<file path="src/rtl/tedv3_oci_dct_pkg.sv">
// Shared definitions for the OCI data-trace capture monitor.
// Holds the monitor state encoding, the default parameter values used by the
// top module, and the width of the 16-bit statistics counters.
package tedv3_oci_dct_pkg;

    // Capture accepts trace words, drain empties the buffer without accepting
    // new words, ended holds until the test is restarted.
    typedef enum logic [1:0] {
        ST_CAPTURE = 2'd0,
        ST_DRAIN   = 2'd1,
        ST_ENDED   = 2'd2
    } dct_state_e;

    localparam int DATA_W_DEFAULT = 30;
    localparam int CNT_W_DEFAULT  = 4;
    localparam int DEPTH_DEFAULT  = 16;
    localparam int CTR_W          = 16;

endpackage : tedv3_oci_dct_pkg

</file>
<file path="src/rtl/tedv3_oci_dct_fifo.sv">
// Storage for captured trace words.
// A DEPTH-entry circular buffer with read/write pointers and an occupancy
// counter. The head entry is presented combinationally from storage once it
// has been written, so a word pushed into an empty buffer appears on the
// following cycle.
// Ports:
//   clk_i, reset_i   clock and synchronous active-high reset
//   push_i, wdata_i  write request and word (caller guarantees room)
//   pop_i            remove head entry (caller guarantees non-empty)
//   rdata_o          head entry, zero while empty
//   full_o, empty_o  occupancy flags
//   level_o          number of stored entries, 0..DEPTH
module tedv3_oci_dct_fifo #(
    parameter int WIDTH = 34,
    parameter int DEPTH = 16
) (
    input  logic                     clk_i,
    input  logic                     reset_i,
    input  logic                     push_i,
    input  logic                     pop_i,
    input  logic [WIDTH-1:0]         wdata_i,
    output logic [WIDTH-1:0]         rdata_o,
    output logic                     full_o,
    output logic                     empty_o,
    output logic [$clog2(DEPTH):0]   level_o
);

    localparam int PTR_W = $clog2(DEPTH);
    localparam int LVL_W = PTR_W + 1;
    localparam logic [PTR_W-1:0] PTR_ONE  = PTR_W'(1);
    localparam logic [LVL_W-1:0] LVL_ONE  = LVL_W'(1);
    localparam logic [LVL_W-1:0] LVL_FULL = LVL_W'(DEPTH);

    logic [WIDTH-1:0] mem_q [DEPTH];
    logic [PTR_W-1:0] wrPtr_q;
    logic [PTR_W-1:0] rdPtr_q;
    logic [LVL_W-1:0] level_q;

    // Storage is deliberately left unreset; an empty buffer masks its contents.
    always_ff @(posedge clk_i) begin
        if (push_i) begin
            mem_q[wrPtr_q] <= wdata_i;
        end
    end

    // Pointers wrap naturally because DEPTH is a power of two.
    always_ff @(posedge clk_i) begin
        if (reset_i) begin
            wrPtr_q <= '0;
            rdPtr_q <= '0;
            level_q <= '0;
        end else begin
            if (push_i) begin
                wrPtr_q <= wrPtr_q + PTR_ONE;
            end
            if (pop_i) begin
                rdPtr_q <= rdPtr_q + PTR_ONE;
            end
            case ({push_i, pop_i})
                2'b10:   level_q <= level_q + LVL_ONE;
                2'b01:   level_q <= level_q - LVL_ONE;
                default: level_q <= level_q;
            endcase
        end
    end

    assign full_o  = (level_q == LVL_FULL);
    assign empty_o = (level_q == '0);
    assign level_o = level_q;
    assign rdata_o = empty_o ? '0 : mem_q[rdPtr_q];

endmodule : tedv3_oci_dct_fifo

</file>
<file path="src/rtl/tedv3_architecture_nios2_oci_dct_monitor.sv">
// Data-trace capture monitor.
// Buffers (dct_buffer, dct_count) pairs while capturing, tracks dropped
// words and the running sum of counts, and on test_ending stops capturing
// and drains the buffer before reporting test_has_ended.
// Ports:
//   clk, reset                    clock and synchronous active-high reset
//   dct_valid/dct_buffer/dct_count incoming trace word, dct_ready while capturing
//   test_ending, test_restart     one-cycle control pulses
//   out_valid/out_ready/out_data/out_count  downstream handshake of the head entry
//   level                         buffer occupancy
//   overflow, drop_count          sticky drop flag and saturating drop counter
//   word_total                    wrapping sum of accepted dct_count values
//   test_has_ended                high once draining has completed
module tedv3_architecture_nios2_oci_dct_monitor
    import tedv3_oci_dct_pkg::*;
#(
    parameter int DATA_W = DATA_W_DEFAULT,
    parameter int CNT_W  = CNT_W_DEFAULT,
    parameter int DEPTH  = DEPTH_DEFAULT
) (
    input  logic                    clk,
    input  logic                    reset,
    input  logic                    dct_valid,
    input  logic [DATA_W-1:0]       dct_buffer,
    input  logic [CNT_W-1:0]        dct_count,
    output logic                    dct_ready,
    input  logic                    test_ending,
    input  logic                    test_restart,
    output logic                    out_valid,
    input  logic                    out_ready,
    output logic [DATA_W-1:0]       out_data,
    output logic [CNT_W-1:0]        out_count,
    output logic [$clog2(DEPTH):0]  level,
    output logic                    overflow,
    output logic [CTR_W-1:0]        drop_count,
    output logic [CTR_W-1:0]        word_total,
    output logic                    test_has_ended
);

    localparam int LVL_W = $clog2(DEPTH) + 1;
    localparam logic [LVL_W-1:0] LVL_ONE = LVL_W'(1);
    localparam logic [CTR_W-1:0] CTR_ONE = CTR_W'(1);

    dct_state_e        state_q, state_d;
    logic              overflow_q, overflow_d;
    logic [CTR_W-1:0]  dropCount_q, dropCount_d;
    logic [CTR_W-1:0]  wordTotal_q, wordTotal_d;

    logic                    fifoFull;
    logic                    fifoEmpty;
    logic [LVL_W-1:0]        fifoLevel;
    logic [CNT_W+DATA_W-1:0] fifoRdata;
    logic                    isCapture;
    logic                    wordOffered;
    logic                    push;
    logic                    pop;
    logic                    drop;

    assign isCapture   = (state_q == ST_CAPTURE);
    assign pop         = out_valid && out_ready;
    // Zero-count words carry nothing and are discarded without being counted.
    assign wordOffered = dct_valid && isCapture && (dct_count != '0);
    // A full buffer still accepts a word when the head leaves on the same cycle.
    assign push        = wordOffered && (!fifoFull || pop);
    assign drop        = wordOffered && fifoFull && !pop;

    tedv3_oci_dct_fifo #(
        .WIDTH (CNT_W + DATA_W),
        .DEPTH (DEPTH)
    ) u_fifo (
        .clk_i   (clk),
        .reset_i (reset),
        .push_i  (push),
        .pop_i   (pop),
        .wdata_i ({dct_count, dct_buffer}),
        .rdata_o (fifoRdata),
        .full_o  (fifoFull),
        .empty_o (fifoEmpty),
        .level_o (fifoLevel)
    );

    // Next-state and statistics update. Draining completes either when the
    // buffer is already empty or on the cycle that pops its last entry, so
    // test_has_ended rises together with level reaching zero.
    always_comb begin
        state_d     = state_q;
        overflow_d  = overflow_q;
        dropCount_d = dropCount_q;
        wordTotal_d = wordTotal_q;

        case (state_q)
            ST_CAPTURE: begin
                if (test_ending) begin
                    state_d = ST_DRAIN;
                end
            end
            ST_DRAIN: begin
                if (fifoEmpty || (fifoLevel == LVL_ONE && pop)) begin
                    state_d = ST_ENDED;
                end
            end
            ST_ENDED: begin
                if (test_restart) begin
                    state_d     = ST_CAPTURE;
                    overflow_d  = 1'b0;
                    dropCount_d = '0;
                    wordTotal_d = '0;
                end
            end
            default: state_d = ST_CAPTURE;
        endcase

        if (drop) begin
            overflow_d = 1'b1;
            if (dropCount_q != '1) begin
                dropCount_d = dropCount_q + CTR_ONE;
            end
        end
        if (push) begin
            wordTotal_d = wordTotal_q + CTR_W'(dct_count);
        end
    end

    // State and counter registers; reset overrides every other input.
    always_ff @(posedge clk) begin
        if (reset) begin
            state_q     <= ST_CAPTURE;
            overflow_q  <= 1'b0;
            dropCount_q <= '0;
            wordTotal_q <= '0;
        end else begin
            state_q     <= state_d;
            overflow_q  <= overflow_d;
            dropCount_q <= dropCount_d;
            wordTotal_q <= wordTotal_d;
        end
    end

    assign dct_ready      = isCapture;
    assign out_valid      = !fifoEmpty;
    assign out_data       = fifoRdata[DATA_W-1:0];
    assign out_count      = fifoRdata[CNT_W+DATA_W-1:DATA_W];
    assign level          = fifoLevel;
    assign overflow       = overflow_q;
    assign drop_count     = dropCount_q;
    assign word_total     = wordTotal_q;
    assign test_has_ended = (state_q == ST_ENDED);

endmodule : tedv3_architecture_nios2_oci_dct_monitor

</file>
<file path="config.mk">
export PLATFORM = sky130hd
export DESIGN_NAME = tedv3_architecture_nios2_oci_dct_monitor
export DESIGN_NICKNAME = d
export VERILOG_FILES = /design/src/rtl/tedv3_oci_dct_pkg.sv /design/src/rtl/tedv3_oci_dct_fifo.sv /design/src/rtl/tedv3_architecture_nios2_oci_dct_monitor.sv
export SDC_FILE = /design/constraint.sdc
export NUM_CORES = 1
export LEC_CHECK = 0
export BUFFER_PORTS_ARGS = -buffer_cell sky130_fd_sc_hd__clkbuf_2
export CELL_PAD_IN_SITES_DETAIL_PLACEMENT = 1
export CELL_PAD_IN_SITES_GLOBAL_PLACEMENT = 1
export CORE_AREA = 2 2 187 327
export CTS_CLUSTER_DIAMETER = 80
export DETAILED_ROUTE_END_ITERATION = 12
export DIE_AREA = 0 0 189 329
export GPL_TIMING_DRIVEN = 0
export HOLD_SLACK_MARGIN = 0.12
export PLACE_DENSITY_LB_ADDON = 0.2
export SYNTH_ARGS = -nofsm -noshare
export SYNTH_HDL_FRONTEND = slang
export SYNTH_HIERARCHICAL = 1
export SYNTH_SLANG_ARGS = --single-unit
</file>
<file path="constraint.sdc">
create_clock -name clk -period 4.8 [get_ports clk]
set_input_delay 0 -clock clk [delete_from_list [all_inputs] [get_ports clk]]
set_output_delay 0 -clock clk [all_outputs]
set_load 0.01 [all_outputs]
</file>
# Word level (Yosys, flattened, before mapping)
# Memories as Yosys holds them, arrays and structs flattened. A register that Yosys moved wholly into a read port is not among the register bits.
# Cells that the tools add are included.
[word_totals]
reg_bits = 48
ram_bits = 544
input_bits = 40
output_inout_bits = 75
wordCells = 67
n_memories = 1
[mem_list]
columns = ["name", "words", "word_bits", "read_ports", "rd_ports_with_merged_regs", "write_ports", "line", "text"]
rows = [
  ["u_fifo.mem_q", 16, 34, 1, 1, 1, "tedv3_oci_dct_fifo.sv:34", "logic [WIDTH-1:0] mem_q [DEPTH];"],
]
[op_classes]
addsub = 6
n_eq_ne = 10
mux = 20
reduce_logical = 23
[op_table]
columns = ["operator", "n"]
rows = [
  ["$mux 16", 7],
  ["$mux 34", 1],
  ["$add 16x1->16 const B", 1],
  ["$add 16x4->16", 1],
  ["$ne 16x16->1 const B", 1],
  ["$pmux 5 s2", 1],
  ["$reduce_bool 2->1", 5],
  ["$add 4x1->4 const B", 2],
  ["$mux 4", 2],
  ["$logic_and 1x1->1", 7],
  ["$mux 2", 3],
  ["$ne 2x2->1 const B", 3],
  ["$pmux 2 s3", 1],
  ["$add 5x1->5 const B", 1],
  ["$eq 5x1->1 const B", 1],
  ["$eq 5x5->1 const B", 1],
  ["$logic_not 5->1", 1],
  ["$mux 1", 5],
  ["$sub 5x1->5 const B", 1],
  ["$eq 2x1->1 const B", 2],
  ["$eq 2x2->1 const B", 2],
  ["$reduce_and 2->1", 2],
  ["$reduce_bool 4->1", 1],
  ["$logic_not 1->1", 3],
  ["other kinds (3)", 4],
]

# Depth between registers and ports, before layout
# Gate-level depths: netlist of run 1.
[depth]
word_depth = 7
depth_mapped = 15
ltp_nobuf = 13

# Cells and area by module
# The synthesis of run 1 kept the hierarchy.
[modules_own_cells]
columns = ["module", "n_inst", "cells_each", "area_each_um2", "seq_area_each_um2"]
rows = [
  ["tedv3_oci_dct_fifo", 1, 945, 21834.7, 16676.0],
  ["tedv3_architecture_nios2_oci_dct_monitor", 1, 218, 1833.0, 700.7],
]

# Worst setup path after synthesis of run 1
# Ideal clock, no wire load.
[synth_path]
kind = "reg2reg"
from = "register u_fifo.level_q[0], in the netlist u_fifo/level_o[0]"
to = "register u_fifo.level_q[4], in the netlist u_fifo/level_o[4]"
setup_time_ps = 63
t_arrival_ps = 3714
required_ps = 4737
slack_ps = 1023
stages_incl_launch_ff = 16
path_buffers = 2
period_less_slack_ps = 3777
cell_sequence = "dfxtp_1 > or4_4 > nor2_4 > nand2b_1 > a211o_1 > clkinv_1 > clkbuf_1 > inv_1 > ha_1 > clkbuf_1 > xor2_1 > ha_1 > a21oi_1 > a221oi_1 > or4b_1 > nand3_1"
[synth_via]
elab_chain_len = 7
elab_cells_between_ends = 13
classes_between = "2 x add/sub; 3 x eq/ne; 1 x mux; 7 x reduce/logical"
[synth_rtl]
columns = ["element", "line", "text"]
rows = [
  ["start, declared", "tedv3_oci_dct_fifo.sv:37", "logic [LVL_W-1:0] level_q;"],
  ["start signal, assigned", "tedv3_oci_dct_fifo.sv:60", "2'b10: level_q <= level_q + LVL_ONE;"],
  ["start signal, assigned", "tedv3_oci_dct_fifo.sv:61", "2'b01: level_q <= level_q - LVL_ONE;"],
  ["start signal, assigned", "tedv3_oci_dct_fifo.sv:62", "default: level_q <= level_q;"],
  ["$logic_not 5->1 *", "tedv3_oci_dct_fifo.sv:68", "assign empty_o = (level_q == '0);"],
  ["via fifoEmpty", "tedv3_architecture_nios2_oci_dct_monitor.sv:50", "logic fifoEmpty;"],
  ["$logic_not 1->1 *", "tedv3_architecture_nios2_oci_dct_monitor.sv:140", "assign out_valid = !fifoEmpty;"],
  ["$logic_and 1x1->1 *", "tedv3_architecture_nios2_oci_dct_monitor.sv:60", "assign pop = out_valid && out_ready;"],
  ["$logic_or 1x1->1 *", "tedv3_architecture_nios2_oci_dct_monitor.sv:64", "assign push = wordOffered && (!fifoFull || pop);"],
  ["$logic_and 1x1->1 *", "tedv3_architecture_nios2_oci_dct_monitor.sv:64", ""],
  ["via push", "tedv3_architecture_nios2_oci_dct_monitor.sv:55", "logic push;"],
  ["$eq 2x1->1 / $eq 2x2->1 (equally long branches)", "tedv3_oci_dct_fifo.sv:59", "case ({push_i, pop_i})"],
  ["$pmux 5 s2 / $reduce_bool 2->1 (equally long branches)", "n/a", ""],
]
# Mark *: on every way through the listed nets, which the timed path passes. The rest lies on a longest branch.
# A chain may end at the register's enable or synchronous reset.

# Worst setup path in the final report of run 1
# Ends and elaborated chain as after synthesis.

==> impl_metrics.env, run 1 <==
export IMPL_dieWidth_um=189
export IMPL_slew_violations=0
export IMPL_gp_congestion=0.738
export IMPL_hpwlAfterDp_um=38400
export IMPL_root_buffer="clkbuf_16"
export IMPL_max_cap_violations=0
export IMPL_hold_violations=0
export IMPL_synthesis_instances=1163
export IMPL_h_tree_depth=2
export IMPL_crit_chain="or4_4 -> nor2_4 -> nand2b_1 -> a211o_2 -> clkinvlp_4 -> clkbuf_1 -> inv_1 -> ha_1 -> clkbuf_1 -> xor2_1 -> ha_1 -> a21oi_1 -> a221oi_2 -> or4b_1 -> nand3_1"
export IMPL_clock_skew_ns=0.0153
export IMPL_power_total_w=0.0133
export IMPL_cts_clk_slew_worst_paths_ns=0.07
export IMPL_async_flop_share_pct=0
export IMPL_status="completed"
export IMPL_synth_nets=1218
export IMPL_dr_pass1_iters=5
export IMPL_antenna_found_initial=0
export IMPL_path_buf_inv=4
export IMPL_tns_ns=0
export IMPL_dieArea_um2=62200
export IMPL_synth_edff_count=544
export IMPL_cp_slowest_cell="or4_4"
export IMPL_grt_pass1_vias=13300
export IMPL_clkSinkCount=596
export IMPL_ys_seq_area_share_pct=73.4
export IMPL_fin_crit_sh_pct=91.7
export IMPL_syn_cell_area_um2=23700
export IMPL_max_slew_margin_pct=32.4
export IMPL_num_vias=12100
export IMPL_track_usage_pct=19.4
export IMPL_startpoint_type="register"
export IMPL_finalSetupViolCount=0
export IMPL_ir_worst_vdd_mv=0.267
export IMPL_period_minus_slack_ns=4.40
export IMPL_worstPathMaxFanout=9
export IMPL_clk_path_buf_depth=3
export IMPL_synthFlopType="edfxtp_1"
export IMPL_cp_required_ns=5.32
export IMPL_layout_drive_gt1_share_pct=27.6
export IMPL_diodes=0
export IMPL_drt_wl_total_um=58900
export IMPL_hold_path_depth=4
export IMPL_endpoint_kind="register"
export IMPL_clkLatencyLatePin_ns=0.59
export IMPL_routedWlPerCell_um=26.6
export IMPL_num_io_pins=115
export IMPL_min_delay_path_class="in -> reg"
export IMPL_finalNetCount=1443
export IMPL_syn_avg_cell_area_um2=20.4
export IMPL_drtIter0Drc=698
export IMPL_initial_core_util_pct=39.6
export IMPL_worstSetupPathType="reg -> reg"
export IMPL_post_drt_via_cell_ratio=5.44
export IMPL_syn_to_final_growth_pct=17.4
export IMPL_cp_arrival_ns=4.93
export IMPL_critPathTopFamily="simple AND/OR/NAND/NOR gates"
export IMPL_grt_start_max_net_pins=25
export IMPL_drtAntennaViolNets=0
export IMPL_yosysWarnings=6
export IMPL_grt_pass1_wl_um=87400
export IMPL_port_buffers=114
export IMPL_rows=119
export IMPL_slowest_delay_ns=0.62
export IMPL_ff2ff_path_depth=15
export IMPL_ys_types=72
export IMPL_drc=0
export IMPL_die_h_um=329
export IMPL_rsz0062_at_grt="false"
export IMPL_synth_seq_cells=596
export IMPL_coreArea_um2=59700
export IMPL_cellLeakagePower_nw=8.96
export IMPL_grt_overflow=0
export IMPL_tightest_slew_ns=1.01
export IMPL_cts_buffers=53
export IMPL_fmax_mhz=227
export IMPL_crit_cells=15
export IMPL_cts_tree="built"
export IMPL_powerDensity_nw_per_um2=480
## report_power, final
group | leakage [nW] | internal, W | switching (W) | total, W
sequential | 5.32 | 0.00585 | 0.000101 | 0.00595
combinational | 2.79 | 0.00134 | 0.00166 | 0.00300
clock | 0.853 | 0.00251 | 0.00188 | 0.00439
total | 8.96 | 0.00970 | 0.00363 | 0.0133
## layout make-up
cell class                      count  area, um2
Fill cell                        5532      31900
Sequential cell                   596      17400
Multi-Input combinational cell    498       5960
Clock buffer                       65       1440
Timing Repair Buffer              170       1310
Tap cell                          786        983
Clock inverter                     32        343
Buffer                             55        309
Inverter                           14       56.3
## worst paths after layout
kind / start / slack, ns / endpoint
worst min register to register: overflow / 0.46 / overflow
worst max-delay path: u_fifo/level_o[0] / 0.40 / u_fifo/level_o[4]
worst max register to register: u_fifo/level_o[0] / 0.40 / u_fifo/level_o[4]
worst min-delay path: test_ending / 0.20 / state_q[0]
## metrics by stage
stage                     hold WS (ns)  util, %  instance area (um2)  cells  setup WS [ns]
after global placement           0.256     42.2                25200   2063         -0.199
after detailed placement         0.251     42.9                25600   2079         0.0486
after CTS                        0.180     46.5                27800   2216         0.0367
after global routing             0.224     46.5                27800   2216          0.130
final                            0.201     46.5                27800   2216          0.397
after floorplan                 0.0989        -                23700   1163           1.02
## routing by layer
| layer | share of wire (%) | up-vias | global-route usage (%) |
|---|---|---|---|
| met2 | 56 | 316 | 36.9 |
| met5 | 0 | - | 0 |
| met1 | 37 | 6355 | 21.7 |
| met4 | 3.5 | 0 | 7.44 |
| li1 | - | 5301 | - |
| met3 | 4.2 | 91 | 2.68 |
## cell families (layout without fill, tap and decap cells)
logic type      count (synthesis)  after routing  synth area share [%]
compound gates                 93             93                  3.22
flops                         596            596                  73.4
buf+inv                        69            336                  1.53
mux                           175            175                  15.7
simple gates                  197            197                  4.69
xor+xnor                       18             18                 0.666
fa+ha+maj                      15             15                 0.825
## sequential cells by signal, summed over array words and instances, names as in the netlist, named ones only
name and flops:
word_total 16, u_fifo/wrPtr_q 4, u_fifo/rdPtr_q 4, u_fifo/mem_q 544
overflow 1, state_q 2, drop_count 16, u_fifo/level_o 5
## cell usage after synthesis, types with 3 or more instances
library cell,number,area share [%]
xor2_1,6,0.22
buf_6,8,0.38
mux2_2,35,1.7
mux4_1,55,6.1
clkbuf_1,14,0.22
nor2_1,36,0.57
ha_1,14,0.74
nand2b_1,3,0.079
nor4_1,6,0.16
o211ai_1,8,0.25
o21ai_0,4,0.085
nor3_1,8,0.17
a21oi_1,15,0.32
a31oi_1,3,0.079
or3_1,3,0.079
o41ai_1,3,0.11
mux4_2,81,7.7
nor2b_1,38,1.0
dfxtp_1,52,4.4
nand4_1,10,0.26
o31ai_1,3,0.095
nand3_1,19,0.40
buf_1,3,0.048
and2_1,16,0.42
xnor2_1,12,0.44
or4_1,4,0.13
a221o_1,34,1.4
buf_2,28,0.59
edfxtp_1,544,69
inv_1,13,0.21
nor3b_1,3,0.095
nand2_1,27,0.43
mux2i_1,3,0.13
and3_1,3,0.079
a211oi_1,3,0.095
## worst register-to-register path: stages (launching register included)
cell and delay [ns]:
dfxtp_1 0.42, or4_4 0.63, nor2_4 0.17, nand2b_1 0.28, a211o_2 0.30, clkinvlp_4 0.24, clkbuf_1 0.26, inv_1 0.17
ha_1 0.19, clkbuf_1 0.30, xor2_1 0.19, ha_1 0.19, a21oi_1 0.08, a221oi_2 0.37, or4b_1 0.47, nand3_1 0.09
## cell usage in the layout (no fill, tap or decap), types with 35 or more instances in the layout
cell type	netlist	final
mux2_2	35	35
mux4_2	81	81
dfxtp_1	52	52
clkbuf_2	0	114
nor2b_1	38	38
mux4_1	55	55
edfxtp_1	544	544
nor2_1	36	36
clkbuf_16	0	55
dlygate4sd3_1	0	40
## what timing repair did
item,CTS,global route
hold buffers,40,0
gates resized for setup,0,3
buffers inserted,0,0
endpoints found under the setup margin,0,1
endpoints found under the hold margin,567,0
Power figures use the tool's default switching activity.
==> run 2, diff against run 1 <==
- PLACE_DENSITY_LB_ADDON: 0.2 -> 0.08
- SLEW_MARGIN: unset -> 20
==> run 2 against run 1 <==
Net effect:
- sequential power about the same
- critical path type unchanged
- global-route usage up 1.0 points
- clock skew up 0.0096 ns
- critical path depth unchanged
- sequential share of layout area up 0.076 points
- core utilization down 0.057 points
- via count up 0.59%
- power up 0.90%
- count of clock-buffer cells in the layout up 6
==> impl_metrics.env, run 2 (synthesis gave the netlist of run 1 again) <==
export IMPL_tightest_slew_ns=1.14
export IMPL_cp_required_ns=5.35
export IMPL_grt_start_max_net_pins=35
export IMPL_pre_cts_slack_ns=-0.117
export IMPL_post_drt_via_cell_ratio=5.47
export IMPL_grt_pass1_vias=13600
export IMPL_syn_to_final_growth_pct=17.2
export IMPL_grt_pass1_wl_um=91000
export IMPL_drc=0
export IMPL_clk_path_buf_depth=3
export IMPL_endpoint_kind="register"
export IMPL_regArea_um2=17400
export IMPL_dieArea_um2=62200
export IMPL_dr_pass1_iters=5
export IMPL_clkSinkCount=596
export IMPL_timing_hold_ws_ns=0.197
export IMPL_regMostFlops="u_fifo/mem_q"
export IMPL_slew_violations=0
export IMPL_die_h_um=329
export IMPL_gp_congestion=0.733
export IMPL_power_total_w=0.0135
export IMPL_hpwlAfterDp_um=39100
export IMPL_cts_tree="built"
export IMPL_worstSetupPathType="reg -> reg"
export IMPL_fmax_mhz=226
export IMPL_initial_core_util_pct=39.6
export IMPL_setup_slack_ns=0.375
export IMPL_drt_wl_total_um=62200
export IMPL_drtAntennaViolNets=0
export IMPL_cp_slowest_cell="or4_4"
export IMPL_cellLeakagePower_nw=8.98
export IMPL_slowest_delay_ns=0.63
export IMPL_coreArea_um2=59700
export IMPL_root_buffer="clkbuf_16"
export IMPL_cts_clk_slew_worst_paths_ns=0.07
export IMPL_grt_overflow=0
export IMPL_hold_violations=0
export IMPL_layout_commonest_cell="edfxtp_1"
export IMPL_max_cap_violations=0
export IMPL_dieWidth_um=189
export IMPL_layout_drive_gt1_share_pct=27.5
export IMPL_min_delay_path_class="in -> reg"
export IMPL_fin_crit_sh_pct=92.2
export IMPL_largest_reg_flops=544
export IMPL_startpoint_type="register"
export IMPL_worstPathMaxFanout=9
export IMPL_port_buffers=114
export IMPL_antenna_found_initial=0
export IMPL_cp_arrival_ns=4.97
export IMPL_status="completed"
export IMPL_max_slew_margin_pct=24.2
export IMPL_finalNetCount=1441
export IMPL_period_minus_slack_ns=4.42
export IMPL_finalSetupViolCount=0
export IMPL_fillCellCount=5544
export IMPL_ir_worst_vdd_mv=0.250
export IMPL_num_vias=12100
export IMPL_clock_skew_ns=0.0249
export IMPL_cts_buffers=55
export IMPL_h_tree_depth=2
export IMPL_powerDensity_nw_per_um2=485
export IMPL_rows=119
export IMPL_track_usage_pct=20.4
export IMPL_mostFrequentLayoutCells="edfxtp_1, clkbuf_2, mux4_2"
export IMPL_diodes=0
export IMPL_clkLatencyLatePin_ns=0.61
export IMPL_post_cts_setup_buffer_count=0
export IMPL_multi_input_area_um2=5980
export IMPL_drtIter0Drc=731
export IMPL_crit_chain="or4_4 -> nor2_4 -> nand2b_1 -> a211o_2 -> clkinv_2 -> clkbuf_1 -> inv_1 -> ha_1 -> clkbuf_1 -> xor2_1 -> ha_1 -> a21oi_1 -> a221oi_2 -> or4b_1 -> nand3_1"
export IMPL_routedWlPerCell_um=28.1
export IMPL_num_io_pins=115
export IMPL_rsz0062_at_grt="false"
## run 2: changes by cell type in the layout (fill, tap and decap cells not counted), moves of 3 or more
cell	change
and2_2	-16
clkinv_4	+3
clkinvlp_4	-6
clkinv_2	+4
clkbuf_16	+4
buf_16	-3
and2_4	+16
## run 2: report_power, final
part | switching, W | leakage [nW] | internal (W) | total (W)
Clock | 0.00194 | 0.900 | 0.00255 | 0.00449
Combinational | 0.00168 | 2.76 | 0.00134 | 0.00302
Sequential | 0.000101 | 5.32 | 0.00585 | 0.00595
Total | 0.00372 | 8.98 | 0.00974 | 0.0135
## run 2: per-stage QoR
stage / instance area (um2) / setup TNS [ns] / cells / utilization, %
final: 27700 / 0 / 2217 / 46.5
after global routing: 27700 / 0 / 2217 / 46.5
after CTS: 27700 / 0 / 2217 / 46.5
after detailed placement: 25500 / -0.117 / 2075 / 42.7
after global placement: 25200 / -152.29 / 2063 / 42.2
after floorplan: 23700 / 0 / 1163 / -
## run 2: critical path: cells and delay by family, from the launching register on
family	cells	cell delay, ns
AOI/OAI and AO/OA	3	0.74
DFF	1	0.41
xor gates and xnor gates	1	0.18
and+or+nand+nor	5	1.66
buffers and inverters	4	0.96
adders and majority gates	2	0.39
## run 2: timing repair
item,4_1_cts,5_1_grt
hold endpoints to repair,562,0
endpoints found under the setup margin,1,1
hold buffers,40,0
gates resized for setup,1,2
pin swaps,0,0
## run 2: final timing paths
check	start	end	slack, ns	cells after the start
worst max register to register	u_fifo/level_o[0]	u_fifo/level_o[4]	0.38	15
worst min register to register	overflow	overflow	0.46	2
worst min-delay path	test_ending	state_q[0]	0.20	4
worst max-delay path	u_fifo/level_o[0]	u_fifo/level_o[4]	0.38	15
## run 2: per-layer routing
| layer | share of wire [%] | GRT usage, % | vias up |
|---|---|---|---|
| li1 | - | - | 5314 |
| met1 | 37 | 22.9 | 6485 |
| met2 | 56 | 39.4 | 242 |
| met3 | 3.5 | 2.95 | 93 |
| met4 | 2.9 | 6.52 | 0 |
| met5 | 0 | 0 | - |
## run 2: area by class of cell
type,instances,area share [%]
Multi-Input combinational cell,498,21.5
Inverter,14,0.194
Buffer,55,1.11
Sequential cell,596,62.6
Clock buffer,71,5.59
Timing Repair Buffer,166,4.36
Clock inverter,31,1.03
Tap cell,786,3.54
